File: config.mk
export PLATFORM = sky130hd
export DESIGN_NAME = fp_stream_capture
export DESIGN_NICKNAME = d
export VERILOG_FILES = /design/src/rtl/fp_stream_capture.sv
export SDC_FILE = /design/constraint.sdc
export NUM_CORES = 2
export LEC_CHECK = 0
export CORE_UTILIZATION = 30
export CTS_CLUSTER_SIZE = 12
export DETAILED_ROUTE_END_ITERATION = 8
export GPL_TIMING_DRIVEN = 0
export SLEW_MARGIN = 25
export SYNTH_ARGS = -nofsm -noshare
export SYNTH_HDL_FRONTEND = slang
export SYNTH_SLANG_ARGS = --single-unit
File: constraint.sdc
create_clock -name clk -period 7.82 [get_ports clk]
set_input_delay 0.782 -clock clk [delete_from_list [all_inputs] [get_ports clk]]
set_output_delay 0.782 -clock clk [all_outputs]
set_load 0.05 [all_outputs]
File: src/rtl/fp_stream_capture.sv
// Receive-side FIFO for the FP filter output stream: conditions IEEE-754 single samples
// (subnormal flush, NaN/Inf flags), counts them and presents them first-word fall-through.
module fp_stream_capture #(
    parameter int DEPTH = 64,
    parameter int AW    = 6
) (
    input  logic          clk,
    input  logic          rst_n,
    input  logic          valid_in,
    input  logic [31:0]   data_in,
    input  logic          rd_ready,
    output logic          rd_valid,
    output logic [31:0]   rd_data,
    output logic [AW:0]   level,
    output logic [31:0]   sample_cnt,
    output logic          overflow,
    output logic          nan_seen,
    output logic          inf_seen,
    input  logic          clr
);

    localparam logic [AW:0] FULL_LEVEL = (AW + 1)'(DEPTH);

    logic [31:0]   mem [DEPTH];
    logic [AW-1:0] wr_ptr;
    logic [AW-1:0] rd_ptr;

    logic          full;
    logic          read;
    logic          write;
    logic          drop;
    logic [7:0]    exp_field;
    logic [22:0]   man_field;
    logic          is_subnormal;
    logic          is_nan;
    logic          is_inf;
    logic [31:0]   stored;

    assign exp_field    = data_in[30:23];
    assign man_field    = data_in[22:0];
    assign is_subnormal = (exp_field == 8'h00) && (man_field != 23'd0);
    assign is_nan       = (exp_field == 8'hFF) && (man_field != 23'd0);
    assign is_inf       = (exp_field == 8'hFF) && (man_field == 23'd0);
    assign stored       = is_subnormal ? {data_in[31], 31'd0} : data_in;

    // A full FIFO still takes a write when the head leaves on the same edge.
    assign full     = (level == FULL_LEVEL);
    assign rd_valid = (level != '0);
    assign read     = rd_valid && rd_ready;
    assign write    = valid_in && (!full || read);
    assign drop     = valid_in && full && !read;

    assign rd_data  = rd_valid ? mem[rd_ptr] : 32'h0;

    // Storage has no reset so it can map onto RAM; contents after reset are don't-care.
    always_ff @(posedge clk) begin
        if (write) begin
            mem[wr_ptr] <= stored;
        end
    end

    always_ff @(posedge clk or negedge rst_n) begin
        if (!rst_n) begin
            wr_ptr <= '0;
            rd_ptr <= '0;
            level  <= '0;
        end else begin
            if (write) begin
                wr_ptr <= wr_ptr + 1'b1;
            end
            if (read) begin
                rd_ptr <= rd_ptr + 1'b1;
            end
            case ({write, read})
                2'b10:   level <= level + 1'b1;
                2'b01:   level <= level - 1'b1;
                default: level <= level;
            endcase
        end
    end

    // clr takes priority over any same-edge count or flag event.
    always_ff @(posedge clk or negedge rst_n) begin
        if (!rst_n) begin
            sample_cnt <= '0;
            overflow   <= 1'b0;
            nan_seen   <= 1'b0;
            inf_seen   <= 1'b0;
        end else if (clr) begin
            sample_cnt <= '0;
            overflow   <= 1'b0;
            nan_seen   <= 1'b0;
            inf_seen   <= 1'b0;
        end else begin
            if (write) begin
                sample_cnt <= sample_cnt + 32'd1;
                if (is_nan) begin
                    nan_seen <= 1'b1;
                end
                if (is_inf) begin
                    inf_seen <= 1'b1;
                end
            end
            if (drop) begin
                overflow <= 1'b1;
            end
        end
    end

endmodule

==> impl_metrics.ini <==
[status]
outcome = complete, no violations

[clocking]
clk_path_buf_depth = 3
post_cts_buffers = 0
clock_latency_ns = 0.88
htree_levels = 4
cts_root_buf = clkbuf_16
cts_tree = built
cts.sinks = 2102
numCtsBuffers = 204
clk_pin_slew_ns = 0.06

[worst_setup_path]
critPathKind = flop to output port
cp_max_fo = 10
cpPeakStageDelay_ns = 0.92
end_kind = output port
crit_path_frequent_cell = buf_2
worstPathRequired_ns = 7.04
cp.arrival_ns = 6.45
r2r_slack_ns = 2.96
critPathSlowestCell = buf_2
worstPathCellList = buf_2 > buf_2 > buf_2 > mux4_2 > mux2i_1 > o21ai_0 > a21oi_1 > o22ai_1 > clkdlybuf4s50_1
start_kind = flop

[finish]
stdcell_count = 8006
drive_gt1_frac = 0.2523
utilization = 0.3639
area_growth_pct = 20.53
fin_nets = 4370

[power]
p_leak_nw = 30.62
sequentialPowerShare = 0.362
p_sw_frac = 0.3879
clkPwrFrac = 0.254
combPwrFrac = 0.383
p_sw_w = 0.01383
vdd_drop_max_uv = 262.4
p_int_w = 0.02183
power_density_mw_per_mm2 = 365.1

[yosys]
syn_area_mm2 = 0.08104
synthArstFlopShare = 0.02569
synthesis.instances = 3829
synth_edf_count = 2048
synth_xor_area_frac = 0.004323
synthSimpleGateAreaFrac = 0.02376
synth_area_leader_cell = edfxtp_1
syn_avg_cell_area_um2 = 21.16
synth_compound_area_frac = 0.03442
synth_top_family_by_area = multiplexers
ys.flop_type = edfxtp_1
synth-seq-cells = 2102
syn_nets = 3870
synthTopCellsByCount = edfxtp_1, mux4_2, mux2i_1
ys_top_cells_by_area = edfxtp_1, mux4_2, mux2i_1
yosysMostFrequentCell = edfxtp_1
yosys.area_share.adder = 0.0006176
synth_cell_types = 61
seq_area_frac_synth = 0.7756
synthMuxAreaShare = 0.1485
synth_top_area_share = 0.7589
yosysWarnings = 0

[detailed_routing]
wl_per_cell_um = 36.65
viasPerCell = 5.684
wirelength_mm = 293.4
drtIter0Drc = 8452
ant_nets = 0
post-route-drc-count = 0
dr.pass1.iters = 5
vias = 45510

[global_routing]
grt-ovfl-total = 0
grt_pass1_vias = 43310
grt_usage = 0.2124
grt_pass1_wl_mm = 387.1
antenna_found_initial = 21
grt_max_degree = 65

[timing]
finClkSkew_ns = 0.08689
slew-limit-headroom = 0.1404
setup_viol = 0
maxSlewViolCount = 0
tns_ns = 0
max_freq_mhz = 138.2
finalHoldViolCount = 0
fin_crit_sh = 0.9254
period_minus_slack_ns = 7.237
rsz0062_at_grt = no
tightest_slew_ns = 1.282

[floorplan]
initial_core_util = 0.3019
die-area_mm2 = 0.2722
num_io_pins = 112
die_w_um = 521.7
die_y_um = 521.7
core_area_mm2 = 0.2684
fp-row-count = 190

[place]
placed_cells = 7671
hpwlAfterDp_mm = 207.4
place_congestion = 0.9164
numPortBuffers = 110

[min_path]
min_path_type = primary input to flop

[flow_run]
cap_violations = 0
-- repair_timing --
action / in CTS / in global routing
gates resized for setup: 0 / 0
hold buffers: 1 / 0
endpoints found under the setup margin: 0 / 0
hold endpoints to repair: 28 / 0
-- critical path: cells and delay by family, from the launching register on --
kind	cells	cell delay, ns
compound gates	3	1.03
buf+inv	4	2.55
flops	1	0.49
mux	2	1.46
-- kinds of logic (layout without fill, tap and decap cells) --
family / Yosys count / after routing
multiplexers: 643 / 643
buffers and inverters: 241 / 855
AO/OA/AOI/OAI: 393 / 393
adder cells (fa/ha/maj): 4 / 4
flip-flops: 2102 / 2102
other: 0 / 11
XOR/XNOR: 40 / 40
AND/OR/NAND/NOR: 406 / 406
-- power by group through the flow --
| stage | registers [W] | logic (W) | clock network, W |
|---|---|---|---|
| 3_5_place_dp | 0.0132 | 0.0132 | 0 |
| 2_1_floorplan | 0.0132 | 0.00665 | 0 |
| 5_1_grt | 0.0129 | 0.0137 | 0.00947 |
| 4_1_cts | 0.0129 | 0.0133 | 0.00908 |
| 6_report | 0.0129 | 0.0137 | 0.00907 |
| 3_3_place_gp | 0.0132 | 0.0127 | 0 |
-- path summary, 6_finish.rpt --
kind                                       end  depth (start not counted)        start
worst max-delay path               rd_data[17]                          9    rd_ptr[0]
worst min-delay path               mem[38][31]                          1  data_in[31]
worst max register to register     mem[38][15]                          9     level[0]
worst min register to register        inf_seen                          2     inf_seen
max in group asynchronous            wr_ptr[5]                          3        rst_n
min in group asynchronous       sample_cnt[13]                          2        rst_n
-- per-layer routing --
layer  global-route usage  wire length [µm]
met1               0.2665            103600
met5                    0               229
met3              0.06357             37980
met4               0.1227             19300
met2               0.3263            132300
-- cell usage in the layout, fill, tap and decap left out, drive strengths merged, types with 11 or more instances in the layout --
cell type      instances
edfxtp              2048
mux4                 447
clkbuf               373
buf                  309
mux2i                193
nand2                127
nor2                 119
clkdlybuf4s50        108
o22ai                 81
a21oi                 71
dfrtp                 54
clkinv                48
o21ai                 41
nand3                 31
o221ai                30
a2111oi               29
a22o                  27
xor2                  27
and2                  27
a211oi                23
nand4                 22
a22oi                 19
a211o                 18
inv                   15
xnor2                 13
nor3                  13
nor4                  12
diode                 11
nand2b                11
-- flip-flops by register name, summed over array words and instances, names as in the netlist --
register and cells:
nan_seen 1, overflow 1, inf_seen 1, rd_ptr 6, level 7, wr_ptr 6
mem 2048, sample_cnt 32
-- stage by stage --
stage	hold WS [ns]	instance area, µm²	total power, W	setup WS, ns
final	0.3112	97670	0.03566	0.5832
after global routing	0.2949	97650	0.03607	0.4454
after CTS	0.2669	97610	0.03527	0.7864
after detailed placement	0.5045	91710	0.02638	1.717
after global placement	0.4949	86580	0.02593	-0.2568
after floorplan	0.4864	81040	0.01985	3.665
-- cell type report --
class	instances	area [µm²]
antenna	11	27.53
multi-input combinational	1486	17750
clock inverter	52	481.7
inverter	12	45.04
clock buffer	268	5408
tap	3552	4444
timing repair buffer	294	5585
buffer	229	1080
sequential	2102	62850
fill	24130	170700
Power figures use the tool's default switching activity.
